$ cat config.mk
export PLATFORM = sky130hd
export DESIGN_NAME = te_array_flat
export DESIGN_NICKNAME = d
export VERILOG_FILES = /design/src/rtl/te_pkg.sv /design/src/rtl/te_if.sv /design/src/rtl/te_chan.sv /design/src/rtl/te_array.sv /design/src/flat_wrapper.sv
export SDC_FILE = /design/constraint.sdc
export NUM_CORES = 1
export LEC_CHECK = 0
export ABC_AREA = 1
export CAP_MARGIN = 15
export CORE_MARGIN = 2
export CORE_UTILIZATION = 45
export CTS_CLUSTER_SIZE = 25
export DETAILED_ROUTE_END_ITERATION = 8
export PLACE_DENSITY = 0.73
export SLEW_MARGIN = 20
export SYNTH_ARGS = -nofsm -noshare
export SYNTH_HDL_FRONTEND = slang
export SYNTH_SLANG_ARGS = --single-unit
$ cat constraint.sdc
create_clock -name clk -period 4.2 [get_ports clk]
set_input_delay 0.63 -clock clk [delete_from_list [all_inputs] [get_ports clk]]
set_output_delay 0.63 -clock clk [all_outputs]
set_load 0.01 [all_outputs]
$ cat src/rtl/te_pkg.sv
// te_pkg: shared constants and width helpers for the transition-delay array
package te_pkg;

    localparam int TE_TRANSPORT = 0;
    localparam int TE_INERTIAL  = 1;

    function automatic int clog2(input int v);
        int r;
        r = 0;
        while ((1 << r) < v) r++;
        return r;
    endfunction

    // NOW must span the longest clamped schedule horizon plus one wrap bit
    function automatic int tw(input int bits, input int depth);
        return bits + clog2(depth) + 1;
    endfunction

endpackage

$ cat src/rtl/te_if.sv
// te_if: per-channel transition/delay inputs and delayed outputs
interface te_if #(
    parameter int BITS = 4,
    parameter int CH   = 1
);

    logic [CH-1:0]      tin;
    logic [CH*BITS-1:0] din;
    logic               clr_ovf;
    logic [CH-1:0]      tout;
    logic [CH-1:0]      busy;
    logic [CH-1:0]      ovf;

    modport master (output tin, din, clr_ovf, input tout, busy, ovf);
    modport slave  (input tin, din, clr_ovf, output tout, busy, ovf);

endinterface

$ cat src/rtl/te_chan.sv
// te_chan: one delay channel holding level, pending-edge FIFO and delayed output
module te_chan
    import te_pkg::*;
#(
    parameter int BITS     = 4,
    parameter int DEPTH    = 2,
    parameter int INERTIAL = 0,
    parameter int TW       = 6
) (
    input  logic            clk,
    input  logic            rst,
    input  logic [TW-1:0]   i_now,
    input  logic            i_tin,
    input  logic [BITS-1:0] i_din,
    input  logic            i_clr_ovf,
    output logic            o_tout,
    output logic            o_busy,
    output logic            o_ovf
);

    localparam int D  = (INERTIAL == TE_INERTIAL) ? 1 : DEPTH;
    localparam int PW = (clog2(D) > 0) ? clog2(D) : 1;
    localparam int N  = 2 ** PW;
    localparam int CW = clog2(D + 1);

    logic          r_lvl;
    logic          r_tout;
    logic          r_ovf;
    logic [PW-1:0] r_rd;
    logic [PW-1:0] r_wr;
    logic [CW-1:0] r_cnt;
    logic          r_ql [N];
    logic [TW-1:0] r_qe [N];

    logic          w_pop;
    logic          w_edge;
    logic          w_full;
    logic          w_cancel;
    logic          w_push;
    logic          w_stall;
    logic [PW-1:0] w_tl;
    logic [TW-1:0] w_base;
    logic [TW-1:0] w_gap;
    logic [TW-1:0] w_exp;

    function automatic logic [PW-1:0] inc(input logic [PW-1:0] p);
        return (p == PW'(D - 1)) ? '0 : p + 1'b1;
    endfunction

    assign w_pop    = (r_cnt != '0) && (i_now == r_qe[r_rd]);
    assign w_edge   = i_tin != r_lvl;
    assign w_full   = r_cnt == CW'(D);
    assign w_cancel = (INERTIAL == TE_INERTIAL) && w_edge && (r_cnt != '0) && !w_pop;
    assign w_push   = w_edge && !w_cancel && (!w_full || w_pop);
    assign w_stall  = w_edge && !w_cancel && !w_push;
    assign w_tl     = (r_wr == '0) ? PW'(D - 1) : r_wr - 1'b1;
    assign w_base   = (i_din == '0) ? TW'(1) : TW'(i_din);
    // distances are taken relative to NOW so the wrap of the time counter is harmless
    assign w_gap    = r_qe[w_tl] - i_now + TW'(1);
    assign w_exp    = i_now + (((r_cnt != '0) && (w_gap > w_base)) ? w_gap : w_base);

    assign o_tout = r_tout;
    assign o_busy = r_cnt != '0;
    assign o_ovf  = r_ovf;

    // FIFO payload storage; validity is tracked by the pointers and count
    always_ff @(posedge clk) begin
        if (w_push) begin
            r_ql[r_wr] <= i_tin;
            r_qe[r_wr] <= w_exp;
        end
    end

    // channel control: pop to tout, push/cancel, level tracking and sticky overflow
    always_ff @(posedge clk or posedge rst) begin
        if (rst) begin
            r_lvl  <= 1'b0;
            r_tout <= 1'b0;
            r_ovf  <= 1'b0;
            r_rd   <= '0;
            r_wr   <= '0;
            r_cnt  <= '0;
        end else begin
            if (w_pop) begin
                r_tout <= r_ql[r_rd];
                r_rd   <= inc(r_rd);
            end
            if (w_push) r_wr <= inc(r_wr);
            if (w_edge && !w_stall) r_lvl <= i_tin;
            r_cnt <= w_cancel ? '0 : r_cnt + CW'(w_push) - CW'(w_pop);
            r_ovf <= w_stall | (r_ovf & ~i_clr_ovf);
        end
    end

endmodule

$ cat src/rtl/te_array.sv
// te_array: CH independent transition-delay channels sharing one time counter
module te_array
    import te_pkg::*;
#(
    parameter int BITS     = 4,
    parameter int CH       = 1,
    parameter int DEPTH    = 2,
    parameter int INERTIAL = TE_TRANSPORT
) (
    input logic clk,
    input logic rst,
    te_if.slave bus
);

    localparam int TW = tw(BITS, DEPTH);

    logic [TW-1:0] r_now;

    // free-running time base, wraps modulo 2^TW
    always_ff @(posedge clk or posedge rst) begin
        if (rst) r_now <= '0;
        else     r_now <= r_now + 1'b1;
    end

    for (genvar i = 0; i < CH; i++) begin : g_ch
        te_chan #(
            .BITS     (BITS),
            .DEPTH    (DEPTH),
            .INERTIAL (INERTIAL),
            .TW       (TW)
        ) u_chan (
            .clk       (clk),
            .rst       (rst),
            .i_now     (r_now),
            .i_tin     (bus.tin[i]),
            .i_din     (bus.din[i*BITS +: BITS]),
            .i_clr_ovf (bus.clr_ovf),
            .o_tout    (bus.tout[i]),
            .o_busy    (bus.busy[i]),
            .o_ovf     (bus.ovf[i])
        );
    end

endmodule

$ cat src/flat_wrapper.sv
// flat-port wrapper written by rule: the top's interface ports become plain ports
module te_array_flat import te_pkg::*;
#(
    parameter int BITS     = 4,
    parameter int CH       = 1,
    parameter int DEPTH    = 2,
    parameter int INERTIAL = TE_TRANSPORT
)
  (clk, rst, bus_tin, bus_din, bus_clr_ovf, bus_tout, bus_busy, bus_ovf);
  te_if #(.BITS(BITS), .CH(CH)) bus_i ();
  input logic clk;
  input logic rst;
  input wire logic [$bits(bus_i.tin)-1:0] bus_tin;
  input wire logic [$bits(bus_i.din)-1:0] bus_din;
  input wire logic [$bits(bus_i.clr_ovf)-1:0] bus_clr_ovf;
  output wire logic [$bits(bus_i.tout)-1:0] bus_tout;
  output wire logic [$bits(bus_i.busy)-1:0] bus_busy;
  output wire logic [$bits(bus_i.ovf)-1:0] bus_ovf;
  assign bus_i.tin = bus_tin;
  assign bus_i.din = bus_din;
  assign bus_i.clr_ovf = bus_clr_ovf;
  assign bus_tout = bus_i.tout;
  assign bus_busy = bus_i.busy;
  assign bus_ovf = bus_i.ovf;
  te_array #(.BITS(BITS), .CH(CH), .DEPTH(DEPTH), .INERTIAL(INERTIAL)) u_core (.clk(clk), .rst(rst), .bus(bus_i));
endmodule
# Yosys cells after proc, flatten, opt, wreduce, memory -nomap -nowiden
# Memories as Yosys holds them, arrays and structs flattened. A register that Yosys moved wholly into a read port is not among the register bits.
# Cells that the tools add are included.
# totals
n_memories,2
input_bits,8
reg_bits,12
out_inout_bits,3
mem_bits_rw,14
elab_cells,42
# mem_list
memory,words,word_bits,rd,rd_clocked_by_memory_dff,wr,line,rtl
u_core.g_ch[0].u_chan.r_qe,2,6,2,0,1,te_chan.sv:33,logic [TW-1:0] r_qe [N];
u_core.g_ch[0].u_chan.r_ql,2,1,1,1,1,te_chan.sv:32,logic r_ql [N];
# op_classes
n_mux,7
n_eq_ne,3
add_sub_neg,9
order_cmp,1
reduce_logical,11
bitwise_logic,3
# ops
cell,n
6-bit by 1-bit adder with 6-bit output (second input constant),2
6-bit adder,1
6-bit == test,1
6-bit by 4-bit greater-than comparator with 1-bit output,1
6-bit 2-to-1 mux,1
6-bit subtractor,1
1-bit logical AND,5
1-bit 2-to-1 mux,5
4-bit zero test,1
4-bit 2-to-1 mux,1
1-bit zero test,3
1-bit adder (second input constant),2
2-bit by 1-bit adder with 2-bit output,1
2-bit == test (second input constant),1
2-bit nonzero test,1
2-bit by 1-bit subtractor with 2-bit output,1
1-bit bitwise AND,1
1-bit logical OR,1
1-bit != test,1
1-bit inverter,1
1-bit OR,1
1-bit subtractor (second input constant),1

# Logic depth before layout (Yosys ltp)
# An unclocked memory read counts as a cell.
# depth
word_depth,9
depth_mapped,24
mapped_depth_nobuf,23

# By module
# A second synthesis with hierarchy kept.
# unflattened
hier_cells,251
area_unflattened_um2,2048.2
# modules_own_cells
mod,n_inst,cells_each,area_per_inst_um2,seq_area_each_um2
te_chan,1,227,1798.0,595.6
te_array,1,24,250.2,150.1

# Least setup slack after synthesis
# Ideal clock, no wire load.
# synth_timing
path_kind,register to register
startpoint,reg u_core.g_ch[0].u_chan.r_wr
endpoint,"mem u_core.g_ch[0].u_chan.r_qe[0][5], data pin"
stages_incl_launch_ff,24
arrival_time_ns,3.517
required_time_ns,3.935
synth_period_minus_slack_ns,3.783
path_slack_ns,0.417
cell_sequence,dfrtp_1 -> buf_2 -> mux2i_1 -> ha_1 -> inv_1 -> ha_1 -> fa_1 -> xor2_1 -> ha_1 -> a21oi_1 -> o21ai_0 -> nand3_1 -> nand2_1 -> inv_1 -> nand2_2 -> nand2_1 -> nand2_1 -> ha_1 -> nand2_1 -> nand2_1 -> nand2_1 -> nand3_1 -> xor2_1 -> xor2_1
# synth_via
elab_chain_len,9
# synth_lines
item,line,rtl
start: declaration,te_chan.sv:30,logic [PW-1:0] r_wr;
start signal: assignment,te_chan.sv:88,if (w_push) r_wr <= inc(r_wr);
1-bit subtractor,te_chan.sv:56,assign w_tl = (r_wr == '0) ? PW'(D - 1) : r_wr - 1'b1;
1-bit 2-to-1 mux (*),te_chan.sv:56,
memory read 2 x 6 bit (*),n/a,
6-bit subtractor (*),te_chan.sv:59,assign w_gap = r_qe[w_tl] - i_now + TW'(1);
6-bit by 1-bit adder with 6-bit output (*),te_chan.sv:59,
6-bit by 4-bit greater-than comparator with 1-bit output,te_chan.sv:60,assign w_exp = i_now + (((r_cnt != '0) && (w_gap > w_base)) ? w_gap : w_base);
1-bit logical AND,te_chan.sv:60,
6-bit 2-to-1 mux (*),te_chan.sv:60,
6-bit adder (*),te_chan.sv:60,
via u_core.g_ch[0].u_chan.w_exp[5],te_chan.sv:44,logic [TW-1:0] w_exp;
end: declaration,te_chan.sv:33,
# Mark *: on every way through the listed nets, which the timed path passes. The rest lies on a longest branch.

# Worst setup path after layout
# Same ends and word-level chain as after synthesis.

==> results.yml <==
sta:
  rsz0062_at_grt: "no"
  slew_violations: 0
  fin_crit_sh_pct: 92.5
  maxSlewHeadroom_pct: 53.0
  setup_violations: 0
  worst_pin_slew_ps: 702
  hold_viol_final: 0
  fin_setup_tns_ps: 0
  post-route-min-period_ps: 3890
  skew_ps: 4.44
  fmax_ghz: 0.257
placement:
  finalWeightedCongestion: 0.917
  io_buffers: 10
  dpl.hpwl_um: 3110
worst_setup_path:
  worstPathArrival_ps: 3990
  setup.worst_path.start: "u_core.g_ch[0].u_chan.r_wr"
  path_class: "flop to flop"
  start_kind: "flop"
  endpoint_kind: "flop"
  r2r_start: "u_core.g_ch[0].u_chan.r_wr"
  worst_ep_required_time_ps: 4300
  crit_fanout: 6
floorplan:
  rows: 23
  core_area_um2: 4090
  dieWidth_um: 69.6
  ios: 11
  die-height_um: 69.6
  dieArea_um2: 4850
  initial_core_util_pct: 47.4
logic_synthesis:
  synth.most_common_cell: "nand2_1"
  yosys_warnings: 0
  yosysTopAreaCellShare_pct: 21.7
  async_flop_share_pct: 48.1
  synth_area_um2: 1940
  yosysSeqAreaShare_pct: 38.5
  synthTopCellsByArea: "edfxtp_1 (22%), dfrtp_1 (17%), ha_1 (14%), nand2_1 (13%), inv_1 (6.6%)"
  synth-edff-count: 14
  syn_avg_cell_area_um2: 8.54
  synth_nets: 258
  synth.distinct_cells: 30
  syn_inst: 227
  synthFlopType: "edfxtp_1"
  synth_seq_cells: 27
  synth_common_cells: "nand2_1 (65), inv_1 (34), nand3_1 (23)"
  yosys.area.top_type: "edfxtp_1"
clock_tree:
  holdBufCountCts: 0
  clkTransAtPathRegs_ps: 90
  clk_latency_ps: 270
  root_buffer: "clkbuf_8"
  cts.sinks: 27
  h-tree-depth: 1
  cts_buffers: 3
  clock_path_buffers: 2
  cts_tree: "yes"
final_layout:
  synthToLayoutAreaGrowth_pct: 12.5
  multi_input_area_um2: 1070
  nFillCells: 410
  fin_nets: 273
  drive_gt1_share_pct: 11.6
  ff_latch_area_um2: 747
  antenna_cells: 0
route:
  drc: 0
  wirelength_um: 3920
  dr.pass1.iters: 4
  viasPerCell: 5.21
  routedWlPerCell_um: 13.5
  ant_nets: 0
  num_vias: 1517
  dr.first_iter.drc_count: 107
job:
  maxCapViolCount: 0
grt:
  antenna_found_initial: 0
  grt-ovfl-total: 0
  grtUsageTotal_pct: 17.1
  first_global_vias: 1471
  grt_max_degree: 15
  grt_pass1_wl_um: 6680
worst_hold_path:
  hp-start: "u_core.g_ch[0].u_chan.o_tout"
  hold_path.class: "flop to flop"
status:
  status: "finished, final reports clean"
-- registers in the layout, indices dropped and copies added (netlist names), 2 cells and up --
name / count
u_core.g_ch.u_chan.r_cnt: 2
u_core.g_ch.u_chan.r_qe: 12
u_core.g_ch.u_chan.r_ql: 2
u_core.r_now: 6
-- critical path, stage by stage, from the launching register on --
cell and delay (ps):
dfrtp_2 460, mux2i_1 130, ha_1 270, inv_1 40
ha_1 210, fa_2 370, xor2_2 190, ha_1 330
a21oi_1 120, o21ai_0 100, nand3_1 70, nand2_1 60
inv_2 100, nand2_2 90, nand2_1 80, nand2_1 80
ha_4 300, nand2_1 50, nand2_1 80, nand2_1 60
nand3_1 100, xor2_1 180, xor2_1 220
-- placed cells by master, fill, tap and decap left out, types with 2 or more instances in the layout --
cell type and n:
nand2_1 65, inv_1 33, nand3_1 23, ha_1 19, edfxtp_1 14, dfrtp_1 12
xor2_1 10, clkdlybuf4s50_1 10, a21oi_1 7, nand2_2 6, xnor2_1 4, o21ai_0 3
clkbuf_8 3, nand3_2 2, nor2_2 2, inv_2 2, nand4_1 2, mux2i_1 2
ha_4 2, buf_4 2
-- logic make-up (layout without fill, tap and decap cells) --
family	count (synthesis)	count (layout)	synth area share, %
AO/OA/AOI/OAI	17	17	5.75
AND/OR/NAND/NOR	104	104	24.0
adder cells (fa/ha/maj)	23	23	15.6
multiplexers	2	2	1.03
buffers and inverters	39	53	8.33
XOR/XNOR	15	15	6.78
flip-flops	27	27	38.5
-- stage by stage --
step | area, µm² | hold slack [ps] | setup WS [ps] | instances | util (%)
4_1_cts | 2140 | 497 | 120 | 290 | 52.4
3_5_place_dp | 2090 | 475 | 127 | 286 | 51.3
5_1_grt | 2180 | 544 | 54.1 | 291 | 53.4
2_1_floorplan | 1940 | 493 | 417 | 227 | -
3_3_place_gp | 2090 | 470 | 213 | 286 | 51.3
6_report | 2180 | 494 | 314 | 291 | 53.4
-- worst paths after layout --
kind	endpoint	slack, ps	cells after the start
worst min-delay path	u_core.g_ch[0].u_chan.o_tout	490	2
max in group asynchronous	u_core.g_ch[0].u_chan.r_wr	3160	2
worst max-delay path	u_core.g_ch[0].u_chan.r_qe[0][5]	310	22
worst max register to register	u_core.g_ch[0].u_chan.r_qe[0][5]	310	22
min in group asynchronous	u_core.g_ch[0].u_chan.o_tout	680	2
worst min register to register	u_core.g_ch[0].u_chan.o_tout	490	2
-- area by class of cell --
class / count / area share, %
Clock buffer: 4 / 2.07
Tap cell: 50 / 2.87
Inverter: 36 / 6.43
Timing Repair Buffer: 13 / 5.51
Multi-Input combinational cell: 161 / 48.9
Sequential cell: 27 / 34.3
-- timing repair --
action	CTS	global route
buffers inserted	0	1
setup endpoints to repair	0	4
gates resized for setup	0	7
-- routing by layer --
layer  part of all wire, %  global-route usage (%)
met5                     0                       0
met4                   1.5                    3.42
met3                   4.1                    3.05
met2                    48                    28.0
met1                    47                    24.1
Power is not shown: default switching activity piles up to over one toggle a cycle in this logic, so the estimate is an artifact.
==> RTL edit 1, RTL diff (config.mk and constraints unchanged) <==
One comparison of `r_cnt` changes from == to >=.
--- a/src/rtl/te_chan.sv
+++ b/src/rtl/te_chan.sv
@@ -50,5 +50,5 @@
     assign w_pop    = (r_cnt != '0) && (i_now == r_qe[r_rd]);
     assign w_edge   = i_tin != r_lvl;
-    assign w_full   = r_cnt == CW'(D);
+    assign w_full   = r_cnt >= CW'(D);
     assign w_cancel = (INERTIAL == TE_INERTIAL) && w_edge && (r_cnt != '0) && !w_pop;
     assign w_push   = w_edge && !w_cancel && (!w_full || w_pop);
Function: no difference found for any inputs over 10 cycles, from zero or initial values and one cycle with rst high; that may be too few to reach the edited logic, so the function may still have changed.
==> RTL edit 1 against the unedited design <==
Setup slack lost 54 ps; routed wire length grew 3.3%; synthesized area grew 6.8%; sequential cell count is the same; count of clock-buffer cells in the layout is the same; cell area grew 6.5%; highest routed layer unchanged; die area grew 6.4%.
Power is left out: the tool's default activity adds up to more than one toggle a clock period on the data nets, which glitch-free logic cannot reach.
==> RTL edit 1: results (changes against the unedited design) <==
metric;value;unit;change
drt_pass1_iterations;4;;unchanged
status;finished clean;;
vias_per_cell;5.04;;-3.3%
grt_pass1_wl;6850;microns;+2.6%
whs;508;ps;+13.8 ps
relSlewSlack;52.8;%;-0.25 points
worstPathArrival;4050;ps;+60 ps
grt_max_degree;15;;unchanged
min_path_type;flip-flop to flip-flop;;
ys.flop_type;edfxtp_1;;
grtUsageTotal;16.9;%;-0.20 points
synth_common_cells;nand2_1, inv_1, nand3_1;;
rrSetupSlack;260;ps;-50 ps
drive_above_1_share;18.9;%;+7.3 points
syn_nets;274;;+6.2%
finalWeightedCongestion;0.874;;-4.7%
grt_pass1_vias;1556;;+5.8%
routed_wl;4050;microns;+3.3%
clock_skew;6.93;ps;+2.49 ps
hpwl;3240;microns;+4.2%
cp_slowest_cell;dfrtp_2;;
yosysUniqueCellTypes;29;;-3.3%
synth_area_leaders;edfxtp_1, dfrtp_1, nand2_1;;
critical_path.max_fanout;7;;+1
io_buffers;10;;unchanged
nets;290;;+6.2%
cts_made_buffers;3;;unchanged
synthArstFlopShare;48.1;%;unchanged
ys_warn_count;0;;unchanged
holdCritStartpoint;u_core.g_ch[0].u_chan.r_cnt[0];;
drt-initial-drc-count;100;;-6.5%
yosysSeqAreaShare;36.0;%;-2.4 points
-- RTL edit 1: changes by cell type in the layout (fill, tap and decap cells not counted), moves of 3 or more --
cell | before | now
nor2_1 | 1 | 4
nor2_4 | 0 | 3
nand2_4 | 0 | 7
nand2_2 | 6 | 14
buf_4 | 2 | 5
-- RTL edit 1: layout make-up --
class,count,area (sq um)
clock buffers,4,45.0
fillers,421,2060
inverters,35,139
multi-input cells,178,1190
flip-flops and latches,27,747
well taps,52,65.1
repair buffers,15,138
-- RTL edit 1: stage by stage --
stage / setup slack, ps / std cells / instance area [sq um]
after floorplan: 363 / 244 / 2070
after global placement: 114 / 305 / 2220
after detailed placement: 29.7 / 305 / 2220
after CTS: 25.2 / 309 / 2270
after global routing: -34.1 / 311 / 2320
final: 260 / 311 / 2320
-- RTL edit 1: what timing repair did --
item                                    in CTS  in global routing
gates resized for setup                      0                 11
buffers inserted                             0                  2
endpoints found under the setup margin       0                  4
-- RTL edit 1: final timing paths --
path                                                     to  cells after the start
max                        u_core.g_ch[0].u_chan.r_qe[0][4]                     20
min                          u_core.g_ch[0].u_chan.r_cnt[0]                      1
max reg2reg                u_core.g_ch[0].u_chan.r_qe[0][4]                     20
min reg2reg                  u_core.g_ch[0].u_chan.r_cnt[0]                      1
max in group asynchronous        u_core.g_ch[0].u_chan.r_wr                      2
min in group asynchronous       u_core.g_ch[0].u_chan.r_lvl                      2
-- RTL edit 1: worst reg2reg max path, stage by stage (launching register included) --
cell and delay (ps):
dfrtp_2 460, nand2_1 90, o21ai_0 90, ha_1 280
inv_1 40, ha_1 220, fa_2 400, xor2_2 170
ha_1 310, a21oi_1 200, a21oi_2 80, nor2_2 130
nand2_4 90, nand2_4 90, nand2_1 60, nand2_1 70
ha_1 150, inv_1 70, fa_1 400, o21ai_1 190
xor2_1 210
-- RTL edit 1: logic make-up (layout without fill, tap and decap cells) --
family,after synthesis,after routing,share of synthesized area [%]
fa+ha+maj,22,22,14.0
xor+xnor,15,15,6.35
compound gates,14,14,3.75
buf+inv,39,54,8.28
flops,27,27,36.0
simple gates,127,127,31.6
-- RTL edit 1: metal layers --
layer | wire, microns | vias to the layer above | track usage (%)
met1 | 1940 | 729 | 23.3
li1 | - | 810 | -
met4 | 38 | 0 | 3.56
met3 | 121 | 4 | 2.95
met2 | 1950 | 24 | 28.1
met5 | 0 | - | 0
==> RTL edit 2, RTL diff (same settings) <==
Without the edit above. `DEPTH` is set to 2 in 3 places; all go to 8.
--- a/src/rtl/te_chan.sv
+++ b/src/rtl/te_chan.sv
@@ -4,5 +4,5 @@
 #(
     parameter int BITS     = 4,
-    parameter int DEPTH    = 2,
+    parameter int DEPTH    = 8,
     parameter int INERTIAL = 0,
     parameter int TW       = 6
--- a/src/rtl/te_array.sv
+++ b/src/rtl/te_array.sv
@@ -5,5 +5,5 @@
     parameter int BITS     = 4,
     parameter int CH       = 1,
-    parameter int DEPTH    = 2,
+    parameter int DEPTH    = 8,
     parameter int INERTIAL = TE_TRANSPORT
 ) (
--- a/src/flat_wrapper.sv
+++ b/src/flat_wrapper.sv
@@ -4,5 +4,5 @@
     parameter int BITS     = 4,
     parameter int CH       = 1,
-    parameter int DEPTH    = 2,
+    parameter int DEPTH    = 8,
     parameter int INERTIAL = TE_TRANSPORT
 )
Formal check against the unedited RTL: not equivalent (Yosys sat finds a counterexample within 4 cycles, from zero or initial values and one cycle with rst high).
==> RTL edit 2 against the unedited design <==
The flow now finishes with violations (setup timing); die area grew to 2.8 times the old value; global-route usage is 6.9 points higher; cell area grew to 3.2 times the old value; synthesized area rose to 2.9 times the old value; utilization up 4.9 points; routed wire length grew to 4.0 times the old value; sequential share of layout area increased by 3.7 points; setup slack got worse by 1200 ps; sequential cell count grew 66.
Power is left out: the tool's default activity adds up to more than one toggle a clock period on the data nets, which glitch-free logic cannot reach.
==> RTL edit 2: results (changes against the unedited design) <==
metric;value;unit;change
status;finished, violations left;;
violations;setup timing;;
drive_above_1_share;24.5;%;+13 points
grt_max_degree;31;;+16
clk_latency;350;ps;+80 ps
yosysUniqueCellTypes;40;;+33%
clock_skew;12.4;ps;+8.00 ps
antenna_found_initial;1;;+1
grtUsageTotal;24.1;%;+6.9 points
yosysSeqAreaShare;47.4;%;+9.0 points
reg_top3;u_core.g_ch.u_chan.r_qe (64), u_core.g_ch.u_chan.r_ql (8), u_core.r_now (8);;
wl_per_cell;17.9;microns;+33%
hpwl;11100;microns;+260%
htreeDepth;3;;+2
nets;761;;+180%
synthArstFlopShare;22.6;%;-26 points
synth_area_leaders;edfxtp_1, dfrtp_1, nand2_1;;
routed_wl;15800;microns;+300%
nFillCells;1032;;+150%
finalWeightedCongestion;0.917;;about the same
cp_slowest_cell;fa_2;;
drt-initial-drc-count;556;;+420%
clk_transition_reported_paths;70;ps;-20 ps
grt_pass1_wl;24100;microns;+260%
syn_nets;689;;+170%
slowest_delay;410;ps;-50 ps
dp.cells;859;;+200%
synth_edf_count;72;;+58
setup_viol_count_final;56;;+56
cts_made_buffers;9;;+6
synth_common_cells;nand2_1, inv_1, nand3_1;;
pre_cts_slack;-968;ps;-1090 ps
setup_ws;-856;ps;-1170 ps
drt_pass1_iterations;5;;+1
grt_pass1_vias;4838;;+230%
critical_path.max_fanout;8;;+2
cts_root_buf;clkbuf_16;;
[RTL edit 2: what timing repair did]
item / 4_1_cts / 5_1_grt
pin swaps: 14 / 30
hold buffers: 0 / 0
resized for setup: 19 / 47
cloned: 0 / 0
buffers inserted: 5 / 7
setup endpoints to repair: 64 / 64
[RTL edit 2: cells by family (layout without fill, tap and decap cells)]
| family | after synthesis | after routing | share of synthesized area (%) |
|---|---|---|---|
| AND/OR/NAND/NOR | 276 | 276 | 21.4 |
| buffers and inverters | 113 | 190 | 8.72 |
| AO/OA/AOI/OAI | 100 | 100 | 10.3 |
| flip-flops | 93 | 93 | 47.4 |
| adder cells (fa/ha/maj) | 40 | 40 | 9.23 |
| XOR/XNOR | 19 | 19 | 2.94 |
[RTL edit 2: area by class of cell]
class                           count  area [sq um]  area share [%]
Inverter                           88           337            4.75
Timing Repair Buffer               86           689            9.73
Clock buffer                       10           229            3.23
Sequential cell                    93          2690            37.9
Clock inverter                      6          68.8           0.972
Tap cell                          168           210            2.97
Multi-Input combinational cell    435          2860            40.4
[RTL edit 2: worst register-to-register path, delay by kind of cell, from the launching register on]
kind / cells / cell delay (ps)
buffers and inverters: 7 / 750
and+or+nand+nor: 13 / 1260
adders and majority gates: 6 / 1540
AOI/OAI and AO/OA: 7 / 650
DFF: 1 / 390
xor gates and xnor gates: 1 / 180
[RTL edit 2: per-layer routing]
| layer | part of all wire, % | track usage, % | vias to the layer above |
|---|---|---|---|
| li1 | - | - | 2304 |
| met1 | 39 | 29.8 | 2400 |
| met2 | 49 | 41.9 | 239 |
| met3 | 8.2 | 4.41 | 49 |
| met4 | 3.1 | 9.29 | 0 |
| met5 | 0 | 0 | - |
[RTL edit 2: per-stage QoR]
| stage | util, % | hold slack [ps] | TNS (ps) | cell area [sq um] |
|---|---|---|---|---|
| 5_1_grt | 58.2 | 527 | -55790 | 7080 |
| 3_5_place_dp | 52.6 | 502 | -47920 | 6390 |
| 4_1_cts | 55.9 | 519 | -37850 | 6800 |
| 3_3_place_gp | 52.6 | 485 | -39660 | 6390 |
| 2_1_floorplan | - | 495 | -39980 | 5790 |
| 6_report | 58.2 | 527 | -37940 | 7080 |
